## config.mk

```make
export PLATFORM = sky130hd
export DESIGN_NAME = if_fetch_unit
export DESIGN_NICKNAME = d
export VERILOG_FILES = /design/src/rtl/if_fetch_unit_pkg.sv /design/src/rtl/if_next_pc.sv /design/src/rtl/if_fetch_unit.sv
export SDC_FILE = /design/constraint.sdc
export NUM_CORES = 1
export LEC_CHECK = 0
export BUFFER_PORTS_ARGS = -buffer_cell sky130_fd_sc_hd__buf_2
export CORE_MARGIN = 2
export CORE_UTILIZATION = 40
export DETAILED_ROUTE_END_ITERATION = 10
export PLACE_DENSITY = 0.77
export RECOVER_POWER = 100
export REMOVE_ABC_BUFFERS = 1
export SYNTH_ARGS = -nofsm -noshare
export SYNTH_HDL_FRONTEND = slang
export SYNTH_SLANG_ARGS = --single-unit
export TNS_END_PERCENT = 10
```

## constraint.sdc

```tcl
create_clock -name clk_i -period 2.43 [get_ports clk_i]
set_clock_uncertainty 0.2 [all_clocks]
set_input_delay 0.243 -clock clk_i [delete_from_list [all_inputs] [get_ports clk_i]]
set_output_delay 0.243 -clock clk_i [all_outputs]
set_load 0.005 [all_outputs]
```

## src/rtl/if_fetch_unit_pkg.sv

```systemverilog
// Shared constants and FSM encoding for the instruction-fetch stage.
package if_fetch_unit_pkg;

    localparam int                WORD_W       = 32;
    localparam logic [WORD_W-1:0] PC_RESET_DEF = 32'h0000_0000;
    localparam int                PC_STEP_DEF  = 4;

    typedef enum logic [1:0] {
        IDLE  = 2'd0,
        REQ   = 2'd1,
        DRAIN = 2'd2
    } fetch_state_t;

endpackage

```

## src/rtl/if_next_pc.sv

```systemverilog
// Combinational next-PC helper: redirect target select and sequential PC adder.
module if_next_pc
    import if_fetch_unit_pkg::*;
#(
    parameter int PC_STEP = PC_STEP_DEF
) (
    input  logic              branch,
    input  logic [WORD_W-1:0] branch_target,
    input  logic [WORD_W-1:0] jump_target,
    input  logic [WORD_W-1:0] req_addr,
    output logic [WORD_W-1:0] target,
    output logic [WORD_W-1:0] seq_addr
);

    localparam logic [WORD_W-1:0] STEP = WORD_W'(PC_STEP);

    // Branch takes priority when ID resolves both in the same cycle.
    assign target   = branch ? branch_target : jump_target;
    assign seq_addr = req_addr + STEP;

endmodule

```

## src/rtl/if_fetch_unit.sv

```systemverilog
// Instruction-fetch stage: PC, imem req/ready handshake, stall and redirect handling.
// Optional FETCH_PERF_CNT_EN adds fetch / memory-stall cycle counters.
module if_fetch_unit
    import if_fetch_unit_pkg::*;
#(
    parameter logic [WORD_W-1:0] PC_RESET = PC_RESET_DEF,
    parameter int                PC_STEP  = PC_STEP_DEF
) (
    input  logic              clk_i,
    input  logic              rst_i,
    input  logic              hz_i,
    input  logic              branch_i,
    input  logic [WORD_W-1:0] branch_target_i,
    input  logic              jump_i,
    input  logic [WORD_W-1:0] jump_target_i,
    output logic              imem_req_o,
    output logic [WORD_W-1:0] imem_addr_o,
    input  logic              imem_ready_i,
    input  logic [WORD_W-1:0] imem_data_i,
    output logic [WORD_W-1:0] pc_o,
    output logic [WORD_W-1:0] inst_o,
    output logic              flush_o,
`ifdef FETCH_PERF_CNT_EN
    output logic [31:0]       fetch_cnt_o,
    output logic [31:0]       stall_cnt_o,
`endif
    output logic              pc_enable_o
);

    fetch_state_t      state;
    logic [WORD_W-1:0] pc;
    logic [WORD_W-1:0] req_addr;

    fetch_state_t      cur_state;
    logic [WORD_W-1:0] cur_addr;
    logic [WORD_W-1:0] target;
    logic [WORD_W-1:0] seq_addr;
    logic              redir;
    logic              valid;

    // While reset is held, present the reset state rather than stale registers.
    assign cur_state = rst_i ? state    : IDLE;
    assign cur_addr  = rst_i ? req_addr : PC_RESET;

    if_next_pc #(.PC_STEP(PC_STEP)) u_next_pc (
        .branch        (branch_i),
        .branch_target (branch_target_i),
        .jump_target   (jump_target_i),
        .req_addr      (cur_addr),
        .target        (target),
        .seq_addr      (seq_addr)
    );

    // A stalled ID re-presents its redirect next cycle, so it is dropped here.
    assign redir = (branch_i | jump_i) & ~hz_i;
    assign valid = (cur_state == REQ) & imem_ready_i;

    assign imem_req_o  = (cur_state != IDLE);
    assign imem_addr_o = cur_addr;
    assign inst_o      = imem_data_i;
    assign pc_o        = seq_addr;
    assign pc_enable_o = valid & ~hz_i & ~redir;
    assign flush_o     = ~hz_i & (redir | ~valid);

    always_ff @(posedge clk_i) begin
        if (!rst_i) begin
            state    <= IDLE;
            pc       <= PC_RESET;
            req_addr <= PC_RESET;
        end else begin
            case (state)
                IDLE: state <= REQ;
                REQ: begin
                    if (imem_ready_i) begin
                        if (redir) begin
                            pc       <= target;
                            req_addr <= target;
                        end else if (!hz_i) begin
                            pc       <= seq_addr;
                            req_addr <= seq_addr;
                        end
                    end else if (redir) begin
                        pc    <= target;
                        state <= DRAIN;
                    end
                end
                DRAIN: begin
                    // The wrong-path response is dropped whatever hz_i says;
                    // a redirect landing on the same cycle is fetched directly.
                    if (imem_ready_i) begin
                        req_addr <= redir ? target : pc;
                        state    <= REQ;
                    end
                    if (redir)
                        pc <= target;
                end
                default: state <= IDLE;
            endcase
        end
    end

`ifdef FETCH_PERF_CNT_EN
    always_ff @(posedge clk_i) begin
        if (!rst_i) begin
            fetch_cnt_o <= '0;
            stall_cnt_o <= '0;
        end else begin
            if (pc_enable_o)
                fetch_cnt_o <= fetch_cnt_o + 32'd1;
            if (imem_req_o && !imem_ready_i)
                stall_cnt_o <= stall_cnt_o + 32'd1;
        end
    end
`endif

endmodule

```

# Word level (Yosys, flattened, before mapping)
# Index checks and enable logic that the tools add are counted.
[word_totals]
inputBits = 102
register_bits = 66
output_inout_bits = 99
[classes]
n_eq_ne = 9
bitwise = 10
n_reduce_logical = 6
n_mux = 15
addsub = 1
[ops]
columns = ["operator", "n"]
rows = [
  ["$mux W32", 8],
  ["$pmux W32 S2", 2],
  ["$add A32 B3 Y32 const B", 1],
  ["$mux W2", 4],
  ["$ne A2 B2 Y1 const B", 4],
  ["$pmux W2 S3", 1],
  ["$and A1 B1 Y1", 5],
  ["$eq A2 B1 Y1 const B", 2],
  ["$ne A4 B4 Y1 const B", 1],
  ["$reduce_and A4 Y1", 1],
  ["$reduce_bool A2 Y1", 2],
  ["$ne A3 B3 Y1 const B", 1],
  ["$not A1 Y1", 3],
  ["$reduce_and A3 Y1", 1],
  ["$eq A2 B2 Y1 const B", 1],
  ["$logic_not A2 Y1", 1],
  ["$or A1 B1 Y1", 2],
  ["$reduce_and A2 Y1", 1],
]

# Depth between registers and ports, before layout
[depth]
ltp_word = 6
mapped_depth = 12
ltp_nobuf = 8

# Modules after synthesis
# From an unflattened synthesis, not the netlist that was laid out.
[unflattened]
hier_cells = 572
hier_area_um2 = 4814.6
[by_module_without_submodules]
columns = ["module", "cells_per_inst", "area_each_um2", "seq_area_each_um2", "instances"]
rows = [
  ["if_fetch_unit", 453, 3858.7, 1321.3, 1],
  ["if_next_pc", 119, 955.9, 0.0, 1],
]

# Least setup slack after synthesis
# No wires, ideal clock.
[synth_timing]
kind = "input port to flip-flop"
start = "in rst_i"
end = "reg pc[18]"
t_required_ns = 2.113
path_slack_ns = -0.192
cell_stages = 10
t_arrival_ns = 2.305
n_path_buf = 3
cell_sequence = "buf_4 buf_4 clkbuf_1 and2_1 ha_1 nand3_2 nor3_2 a21oi_1 or3b_1 a32o_1"
[synth_between]
elab_chain_len = 6
[synth_rtl]
columns = ["item", "line_no", "source"]
rows = [
  ["start, declared", "if_fetch_unit.sv:10", "input logic rst_i,"],
  ["$mux W32", "if_fetch_unit.sv:43", "assign cur_addr = rst_i ? req_addr : PC_RESET;"],
  ["net imem_addr_o[3]", "if_fetch_unit.sv:17", "output logic [WORD_W-1:0] imem_addr_o,"],
  ["$add A32 B3 Y32", "if_next_pc.sv:19", "assign seq_addr = req_addr + STEP;"],
  ["$mux W32", "if_fetch_unit.sv:78", "end else if (!hz_i) begin"],
  ["$mux W32", "if_fetch_unit.sv:75", "if (redir) begin"],
  ["$mux W32", "if_fetch_unit.sv:74", "if (imem_ready_i) begin"],
  ["$pmux W32 S2", "if_fetch_unit.sv:71", "case (state)"],
  ["end signal, assigned", "if_fetch_unit.sv:76", "pc <= target;"],
  ["end signal, assigned", "if_fetch_unit.sv:79", "pc <= seq_addr;"],
  ["end signal, assigned", "if_fetch_unit.sv:83", "pc <= target;"],
  ["end, declared", "if_fetch_unit.sv:31", "logic [WORD_W-1:0] pc;"],
]
# The timed path passes the listed nets, and every way through them passes these cells. The select of a mux whose other input is x is not followed.
# A chain may end at the register's enable or synchronous reset.

# Worst setup path in the final report
[layout_timing]
start = "reg req_addr[3]"
end = "out pc_o[30]"
[layout_between]
elab_chain_len = 2
[layout_rtl]
columns = ["item", "line_no", "source"]
rows = [
  ["start, declared", "if_fetch_unit.sv:32", "logic [WORD_W-1:0] req_addr;"],
  ["start signal, assigned", "if_fetch_unit.sv:77", "req_addr <= target;"],
  ["start signal, assigned", "if_fetch_unit.sv:80", "req_addr <= seq_addr;"],
  ["start signal, assigned", "if_fetch_unit.sv:91", "req_addr <= redir ? target : pc;"],
  ["$mux W32", "if_fetch_unit.sv:43", ""],
  ["$add A32 B3 Y32", "if_next_pc.sv:19", ""],
  ["end, declared", "if_fetch_unit.sv:20", "output logic [WORD_W-1:0] pc_o,"],
]
# No other way between the ends.

==> results.toml <==
[outcome]
outcome = "finished with violations"
violations = "negative setup slack"

[logic_synthesis]
synth_edf_count = 0
ys_seq_area_frac = 0.2508
ys_seq_elements = 66
avgSynthCellArea_um2 = 7.634
synthArstFlopShare = 0
ys_types = 75
synth_top_flop_cell = "dfxtp_1"
yosys_warnings = 0
syn_inst = 690
netlist_area_um2 = 5268

[sta]
drv_slew = 0
tns_ns = -0.1907
slew_headroom = 0.5322
hold_violations = 0
period_share = 1.023
setup_viol = 6
fin_crit_ns = 2.485
fin_ws_ns = -0.05539
rsz0062_at_grt = "yes"
fmax_mhz = 402.4
worst_pin_slew_ns = 0.6995

[power_and_ir_drop]
pwr-share-seq = 0.358
switching_power_mw = 1.337
pwr-share-comb = 0.312
internal_power_mw = 2.540
p_leak_nw = 3.091
switching_share = 0.3448
p_per_area_nw_per_um2 = 577.9
clock_power_share = 0.331
ir_drop_mv = 0.3073

[floorplan]
die_h_um = 118.8
die_x_um = 118.8
core.rowCount = 41
core_area_um2 = 12720
die_area_um2 = 14100
start_util = 0.4140
ios = 201

[worst_setup_path]
ff2ff_setup_slack_ns = 0.07
crit_type = "register to primary output"
crit_path_max_fanout = 5
crit_required_ns = 1.99
start_kind = "register"
critPathArrivalTime_ns = 2.04
end_kind = "primary output"

[clocking]
cts_buffer_depth = 2
cts_tree = "done"
htreeDepth = 3
cts_hold_buf = 0
clk_latency_ns = 0.34
cts_inserted_buffers = 9
path_clk_slew_ns = 0.05
clock_sinks = 66
cts_root_buffer = "clkbuf_16"

[grt]
gr-usage-all-layers = 0.2710
antenna_found_initial = 1
grt_pass1_vias = 5826
grt_max_degree = 58
grt_first_pass_wirelength_um = 30410
grt.overflow.total = 0

[place]
place_hpwl_um = 14140
gp_congestion = 0.9373
portBuffers = 136
dp_cells = 979

[layout]
layout.nets = 931
final_util = 0.5273
area_growth_pct = 27.36
drive_gt1_frac = 0.3711
final_cells = 1003

[route]
antenna_left = 0
vias_per_cell = 5.951
drtIter0Drc = 615
wl_per_cell_um = 19.35
via_count = 5969
routed_wirelength_um = 19410
first_pass_iters = 5
drc = 0

[hold_path]
hp-class = "input pin to register"

[run]
drv_cap = 0
-- final cells by class --
class,count,area (um^2)
Timing Repair Buffer,215,1303
Clock buffer,12,266.5
Tap cell,172,215.2
Clock inverter,4,25.02
Antenna cell,1,2.502
Multi-Input combinational cell,503,3450
Fill cell,1261,6013
Sequential cell,66,1335
Inverter,30,112.6
-- logic make-up (layout without fill, tap and decap cells) --
kind of cell / count (synthesis) / after routing / synth area share
mux: 29 / 29 / 0.05701
compound gates: 199 / 199 / 0.2648
xor+xnor: 27 / 27 / 0.04489
fa+ha+maj: 4 / 4 / 0.009502
simple gates: 244 / 244 / 0.2530
buf+inv: 121 / 261 / 0.1199
other cells: 0 / 1 / 0
flops: 66 / 66 / 0.2508
-- worst paths after layout --
kind                    startpoint      endpoint  depth (start not counted)
hold reg to reg        req_addr[0]   req_addr[0]                          2
setup reg to reg       req_addr[3]  req_addr[30]                         10
setup / recovery       req_addr[3]      pc_o[30]                          8
hold / removal    jump_target_i[0]   req_addr[0]                          5
-- cells in the final DEF (no fill, tap or decap), types with 8 or more instances in the layout --
cell type  instances
mux2_2             8
o21a_1            13
nand3_1           25
o21ai_0           39
nand4_1           16
dfxtp_2           11
nand2_1           59
o221a_2           18
nor3_1            16
and2_1            16
nor2_1            46
inv_1             27
buf_4             76
a31oi_1           13
clkbuf_16          9
mux2i_1           21
xor2_1             8
dfxtp_1           55
xnor2_1           14
a21oi_1           48
buf_2            136
-- critical path: stages (launching register included) --
cell and delay (ns):
dfxtp_2 0.33, and2_4 0.15, ha_4 0.15, nand3_4 0.10, nor4_4 0.24, buf_6 0.19, nand4_1 0.17, xnor2_1 0.23
buf_2 0.15
-- timing repair --
item / CTS / global route
gates cloned: 0 / 0
setup buffers: 5 / 2
endpoints found under the setup margin: 20 / 29
resized for setup: 16 / 20
pin swaps: 9 / 2
-- Yosys cell counts (all sizes together) (4+ instances only) --
cell type	n	area share
xnor2	19	0.032
a21oi	49	0.047
o21a	13	0.019
and4	4	0.0067
a31oi	13	0.015
dfxtp	66	0.25
nor4	10	0.016
mux2	8	0.017
nor2	49	0.037
o221ai	4	0.0067
nand2b	7	0.0083
nor2b	7	0.0083
a22oi	5	0.0071
inv	29	0.021
and2	17	0.020
o21bai	4	0.0057
a211oi	6	0.0086
nand3	30	0.031
nand4	18	0.024
o21ai	41	0.039
o22ai	4	0.0047
nor3	18	0.020
o221a	20	0.043
o211a	5	0.0095
clkbuf	28	0.020
and3	4	0.0047
mux2i	21	0.040
nand2	62	0.045
buf	63	0.078
xor2	8	0.013
or3	6	0.0081
a221oi	5	0.0095
nor3b	4	0.0057
ha	4	0.0095
a21o	4	0.0057
-- power by group through the flow --
stage               Clock [mW]  Combinational (mW)  Sequential, mW
floorplan                    0               0.647            1.36
global placement             0                1.14            1.38
detailed placement           0                1.15            1.38
CTS                       1.28                1.18            1.37
global route              1.33                1.31            1.41
finish                    1.28                1.21            1.39
-- metal layers --
metal | part of all wire | GRT usage
met5 | 0.0021 | 0.04412
met4 | 0.029 | 0.1146
met3 | 0.098 | 0.07143
met2 | 0.44 | 0.4088
met1 | 0.43 | 0.3601
-- registers in the layout, indices dropped and copies added (netlist names) --
| register | count |
|---|---|
| state | 2 |
| req_addr | 32 |
| pc | 32 |
-- through the flow --
step           worst slack (ns)  total power, mW  hold WS [ns]  area (um^2)
6_report               -0.05539            3.877        0.1373         6709
2_1_floorplan           -0.4498            2.003        0.1742         4748
3_5_place_dp           -0.02276            2.536        0.2464         6213
5_1_grt                 -0.1715            4.050        0.1743         6709
3_3_place_gp             0.1122            2.514        0.2380         6213
4_1_cts                -0.06184            3.835        0.1277         6608
Power figures use the tool's default switching activity.
